--- src/rtl/adder_pipe.sv ---
// Pipelined WIDTH-bit adder/subtractor: one SEG_WIDTH-bit segment per stage,
// carry registered between stages, sum/carry/overflow aligned at the output.
module adder_pipe #(
  parameter int WIDTH     = 32,
  parameter int SEG_WIDTH = 16
) (
  input  logic             clk,
  input  logic             rst_n,
  input  logic             in_valid,
  output logic             in_ready,
  input  logic [WIDTH-1:0] a,
  input  logic [WIDTH-1:0] b,
  input  logic             ci,
  input  logic             sub,
  output logic             out_valid,
  input  logic             out_ready,
  output logic [WIDTH-1:0] f,
  output logic             cr,
  output logic             ovf
);

  localparam int STAGES = WIDTH / SEG_WIDTH;

  generate
    if (WIDTH <= 0 || SEG_WIDTH <= 0 || (WIDTH % SEG_WIDTH) != 0) begin : g_bad_width
      $error("adder_pipe: WIDTH must be a positive multiple of SEG_WIDTH");
    end
  endgenerate

  // Handshake: a transfer happens on a rising edge when valid & ready are both
  // high; valid never waits for ready, and ready (= advance) is combinational
  // from out_valid/out_ready so the whole pipeline moves or holds as one.

  logic [WIDTH-1:0]   r_a   [STAGES];
  logic [WIDTH-1:0]   r_b   [STAGES];
  logic [WIDTH-1:0]   r_f   [STAGES];
  logic               r_c   [STAGES];
  logic               r_v   [STAGES];
  logic               r_ovf;

  logic [WIDTH-1:0]   w_a   [STAGES];
  logic [WIDTH-1:0]   w_b   [STAGES];
  logic [WIDTH-1:0]   w_f   [STAGES];
  logic               w_cin [STAGES];
  logic               w_c   [STAGES];
  logic               w_v   [STAGES];
  logic [SEG_WIDTH:0] w_seg [STAGES];
  logic               w_ovf;
  logic               w_adv;

  always_comb begin
    w_adv = ~r_v[STAGES-1] | out_ready;
    w_ovf = 1'b0;
    for (int k = 0; k < STAGES; k++) begin
      w_a[k]   = '0;
      w_b[k]   = '0;
      w_f[k]   = '0;
      w_cin[k] = 1'b0;
      w_c[k]   = 1'b0;
      w_v[k]   = 1'b0;
      w_seg[k] = '0;
    end

    // Stage 0 takes the operands straight from the ports; subtraction is a + ~b + 1.
    w_a[0]   = a;
    w_b[0]   = sub ? ~b : b;
    w_cin[0] = sub | ci;
    w_v[0]   = in_valid;

    for (int k = 1; k < STAGES; k++) begin
      w_a[k]   = r_a[k-1];
      w_b[k]   = r_b[k-1];
      w_f[k]   = r_f[k-1];
      w_cin[k] = r_c[k-1];
      w_v[k]   = r_v[k-1];
    end

    for (int k = 0; k < STAGES; k++) begin
      w_seg[k] = {1'b0, w_a[k][k*SEG_WIDTH +: SEG_WIDTH]}
               + {1'b0, w_b[k][k*SEG_WIDTH +: SEG_WIDTH]}
               + {{SEG_WIDTH{1'b0}}, w_cin[k]};
      w_f[k][k*SEG_WIDTH +: SEG_WIDTH] = w_seg[k][SEG_WIDTH-1:0];
      w_c[k] = w_seg[k][SEG_WIDTH];
    end

    // Carry into the MSB is recovered from the MSB sum bit and its operands.
    w_ovf = w_a[STAGES-1][WIDTH-1] ^ w_b[STAGES-1][WIDTH-1]
          ^ w_seg[STAGES-1][SEG_WIDTH-1] ^ w_seg[STAGES-1][SEG_WIDTH];
  end

  always_ff @(posedge clk or negedge rst_n) begin
    if (!rst_n) begin
      for (int k = 0; k < STAGES; k++) begin
        r_a[k] <= '0;
        r_b[k] <= '0;
        r_f[k] <= '0;
        r_c[k] <= 1'b0;
        r_v[k] <= 1'b0;
      end
      r_ovf <= 1'b0;
    end else if (w_adv) begin
      for (int k = 0; k < STAGES; k++) begin
        r_a[k] <= w_a[k];
        r_b[k] <= w_b[k];
        r_f[k] <= w_f[k];
        r_c[k] <= w_c[k];
        r_v[k] <= w_v[k];
      end
      r_ovf <= w_ovf;
    end
  end

  assign in_ready  = w_adv;
  assign out_valid = r_v[STAGES-1];
  assign f         = r_f[STAGES-1];
  assign cr        = r_c[STAGES-1];
  assign ovf       = r_ovf;

endmodule

--- config.mk ---
export PLATFORM = sky130hd
export DESIGN_NAME = adder_pipe
export DESIGN_NICKNAME = d
export VERILOG_FILES = /design/src/rtl/adder_pipe.sv
export SDC_FILE = /design/constraint.sdc
export NUM_CORES = 1
export LEC_CHECK = 0
export BUFFER_PORTS_ARGS = -buffer_cell sky130_fd_sc_hd__buf_2
export CORE_ASPECT_RATIO = 1.75
export CORE_MARGIN = 4
export CORE_UTILIZATION = 55
export DETAILED_ROUTE_END_ITERATION = 12
export PLACE_DENSITY = 0.8
export SYNTH_ARGS = -nofsm -noshare
export SYNTH_HDL_FRONTEND = slang
export SYNTH_SLANG_ARGS = --single-unit
--- constraint.sdc ---
create_clock -name clk -period 3.6 [get_ports clk]
set_clock_uncertainty 0.1 [all_clocks]
set_input_delay 0.36 -clock clk [delete_from_list [all_inputs] [get_ports clk]]
set_output_delay 0.36 -clock clk [all_outputs]
set_load 0.03 [all_outputs]
## After elaboration in Yosys (flattened, before gate mapping)

Cells that the tools add are included.
Widths: inputs -> output; s select.

- Bitwise logic cells: 7
- $add $sub $neg: 4
- Mux-type cells: 1

Operator list:

| operator | count |
|---|---|
| $add 16x16->17 | 2 |
| $add 17x1->17 | 2 |
| $mux 32 | 1 |
| $not 32->32 | 1 |
| $xor 1x1->1 | 3 |
| $or 1x1->1 | 2 |
| $not 1->1 | 1 |

- Register bits after elaboration: 117
- Output and inout bits: 36
- Bits of input ports: 70
- Logic and storage cells: 21

## Logic depth before layout (Yosys ltp)

- Word-level depth: 4
- Mapped depth: 13
- Depth with buffers taken out: 11

## Worst setup path after synthesis

No wires, ideal clock.

- Kind: input -> register
- Start: in sub
- End: reg r_f[42] in the netlist's numbering
- Cell stages on the path: 13
- Arrival time: 3.024 ns
- Buffers on the path: 2
- Path slack: 0.381 ns
- Cells stage by stage: clkbuf_1 -> clkbuf_1 -> xor2_1 -> fa_1 -> inv_1 -> fa_1 -> nor2b_1 -> o31a_1 -> o31a_1 -> o21ai_1 -> a21oi_1 -> o21a_1 -> o31ai_1

- Cells in the longest elaborated chain, start to end: 3
- Elaborated cells on any way between the ends: 4
- Those cells by class: add/sub: 2; mux: 1; bitwise: 1

RTL lines:

| what | line | RTL |
|---|---|---|
| start, declared | 14 | `input logic sub,` |
| $mux 32 | 66 | `w_b[0] = sub ? ~b : b;` |
| $add 16x16->17 | 80 | `+ {1'b0, w_b[k][k*SEG_WIDTH +: SEG_WIDTH]}` |
| $add 17x1->17 (*) | 81 | `+ {{SEG_WIDTH{1'b0}}, w_cin[k]};` |
| end signal, assigned by index | 105 | `r_f[k] <= w_f[k];` |
| end, declared | 36 | `logic [WIDTH-1:0] r_f [STAGES];` |

Every way passes the cells marked *; elsewhere a longest branch is shown, timed or not.
A chain may end at the register's enable or synchronous reset.

## Worst setup path after layout

- Start: reg r_a[48] in the netlist's numbering
- End: reg r_ovf, in the netlist ovf

- Cells in the longest elaborated chain, start to end: 4

RTL lines:

| what | line | RTL |
|---|---|---|
| start, declared | 34 | `logic [WIDTH-1:0] r_a [STAGES];` |
| start signal, assigned by index | 103 | `r_a[k] <= w_a[k];` |
| $add 16x16->17 (*) | 80 |  |
| $add 17x1->17 (*) | 81 |  |
| $xor 1x1->1 | 88 | `^ w_seg[STAGES-1][SEG_WIDTH-1] ^ w_seg[STAGES-1][SEG_WIDTH];` |
| $xor 1x1->1 (*) | 88 |  |
| end signal, assigned | 109 | `r_ovf <= w_ovf;` |
| end, declared | 39 | `logic r_ovf;` |

Marked as above.

==> impl_results.md <==
- Ports: 106
- CP required: 3.77 ns
- Most common cell in the netlist: nand2_1
- LEAKAGE: 2.88 nW
- Sequential-to-total area share from yosys stat: between 40% and 50%
- Synth warn: 0
- Kind of critical path: flip-flop to flip-flop
- #FFs+latches synth: 85
- Top cell type's share of synthesized area: a little over two fifths
- Slew Limit Fails: 0
- Crit path DAT: 3.06 ns
- Post-synth net total: 661
- Status: complete, no violations
- Slew headroom: 28.9%
- Gr ovfl total: 0
- Initial antenna violation count: 0
- Layout cells sized above 1: approximately a fifth
- Mapped Avg Cell Area: 8.93 um2
- IO buf count: 105
- Worst hold-check path type: input port to asynchronous set/reset pin
- Number of global-route vias before repair: 4038
- Synth cell types: 42
- Nets: 726
- Initial Util: a little under three fifths
- Netlist Area Pre-Place: 4970 um2
- Crit. End Element: flip-flop
- Height of the die: about 130 um
- GRT Max-Usage Layer: met2
- Vias/cell: 5.32
- Synth Flop Type: dfrtp_1
- Drc violations: 0
- CP Max Fanout: 3
- Post-DP HPWL: about 8000 um
- Post-CTS setup buffers: 0
- CTS Root Cell: clkbuf_16
- Startpoint Class: flip-flop
- Largest cells by area after synthesis: dfrtp_1 43%, nand2_1 11%, ha_1 7.5%, xor2_1 5.3%, buf_4 4.8%
- Post-CTS sizing: 0
- Non-Filler Instances: approximately 740
- # hold bufs at CTS: 0
- Clock-pin slew on the worst setup and hold paths: 0.06 ns
- Met3 Use GR: about 3.4%
- R2r worst-path depth: 9
- Dpl cells: 728
- Final ANT Viol Nets: 0
- Mapped Cells: roughly 560
- Chip width: 79.9 um
- GR Layer Usage met1: approximately a quarter
- Clock Path Buffers: 2
- Site row count: 45
- Power per cell area: 688 nW/um2
- Synth-to-Final Area Change: 14.7%
- Yosys top cell by area: dfrtp_1
- R2r endpoint: ovf
- Post-route minimum period: 2.90 ns
- # setup viols final: 0
- Largest net degree at the start of global routing: 97
- Period utilisation layout: 80.5%
- Slew @ Worst Pin: around 1.1 ns
- CTS tree: built
- EDFF count, synth: 0
- Antenna diodes: 0
- Hold Vio Cnt, Final: 0
- Average wire per standard cell: 14.8 um
- Core area: 8730 um2
- Fillers: around 750
- Peak Freq: 0.345 GHz
- Die area: 10700 um2
- Vias: 3956
- VDD IR max: 352 uV
- First-pass GRT wire length: 18600 um
- Maxcap violations: 0
- Flop2flop setup slack: 0.70 ns
- 1st-iter DRT viols: between 150 and 200
- DR pass1 iterations: 4
- Total track usage: around 22%
- DRT Wirelength: roughly 11000 um
- R2R Path Start: r_a[48]
- Setup TNS: 0 ns
- Synth top cells by count: 149 x nand2_1, 85 x dfrtp_1, 32 x a21oi_1, 32 x buf_4, 31 x nor2_1
- Async set-reset flop share out of synthesis: 100%
- Gpl congestion: between 0.9 and 1
- Worst-Skew Late Latency: 0.34 ns
- H-Tree Depth: 3
- TritonCTS buffer count: 9
- Met2 Track Usage GR: 38.7%
- CTS sink count: between 80 and 90
- RSZ-0062 raised after global routing: false
cells in the final DEF (no fill, tap or decap), drive strengths merged, types with 3 or more instances in the layout:
master	n
a211o	4
a211oi	7
a21o	14
a21oi	32
buf	109
bufinv	3
clkbuf	10
dfrtp	85
fa	4
ha	30
inv	10
nand2	149
nand2b	3
nor2	31
nor2b	5
o21a	5
o21ai	39
o31ai	3
xnor2	26
xor2	30
sequential cells by signal, indices dropped and copies added, names as in the netlist:
signal and count:
out_valid 1, r_b 16, r_v 1, f 32, cr 1, r_c 1
r_f 16, r_a 16, ovf 1
where the power goes:
part           total [mW]  switching (mW)  internal (mW)
combinational        1.47           0.939          0.531
sequential           1.39           0.156           1.23
clock                1.07           0.373          0.696
area by class of cell:
class	count	area (um2)	area share, %
multi-input combinational	408	2490	43.7
sequential	85	2130	37.3
timing repair buffer	109	558	9.78
clock buffer	10	239	4.19
tap	117	146	2.57
clock inverter	6	109	1.91
inverter	9	33.8	0.592
metrics by stage:
stage	setup slack (ns)	hold slack [ns]	cell area [um2]	power (mW)	util, %
CTS	0.715	0.108	5700	3.96	65.4
global placement	0.642	0.346	5360	2.81	61.4
finish	0.702	0.0672	5700	3.93	65.4
floorplan	0.381	-0.0356	4970	2.66	-
global route	0.543	0.117	5700	4.17	65.4
detailed placement	0.491	0.355	5360	2.87	61.4
critical path, cell delays in order (launching register included):
cell	delay [ns]
dfrtp_1	0.40
fa_1	0.50
fa_1	0.46
a211oi_1	0.25
nor2_1	0.11
o21ai_1	0.32
o31ai_1	0.19
a21o_1	0.21
xor2_1	0.14
a21oi_1	0.14
layer usage:
metal | vias up | wire [um]
met5 | - | 0
met1 | 1841 | 4000
met4 | 0 | 359
li1 | 1955 | -
met3 | 32 | 587
met2 | 128 | 6040
worst max-delay path by stage:
stage                       start       to  cells past startpoint
after global routing      r_a[48]      ovf                      9
final                     r_a[48]      ovf                      9
after CTS                 r_a[48]      ovf                      9
after global placement        sub  r_f[47]                     10
after floorplan               sub  r_f[42]                     13
after detailed placement      sub  r_f[42]                     12
logic make-up after synthesis:
logic type                 count (synthesis)  share of synthesized area, %
xor gates and xnor gates                  56                          9.86
buffers and inverters                     64                          7.30
AOI/OAI and AO/OA                        118                          14.8
and+or+nand+nor                          200                          16.1
DFF                                       85                          42.8
adders and majority gates                 34                          9.16
Note: power is estimated with default switching activity, not from simulation.
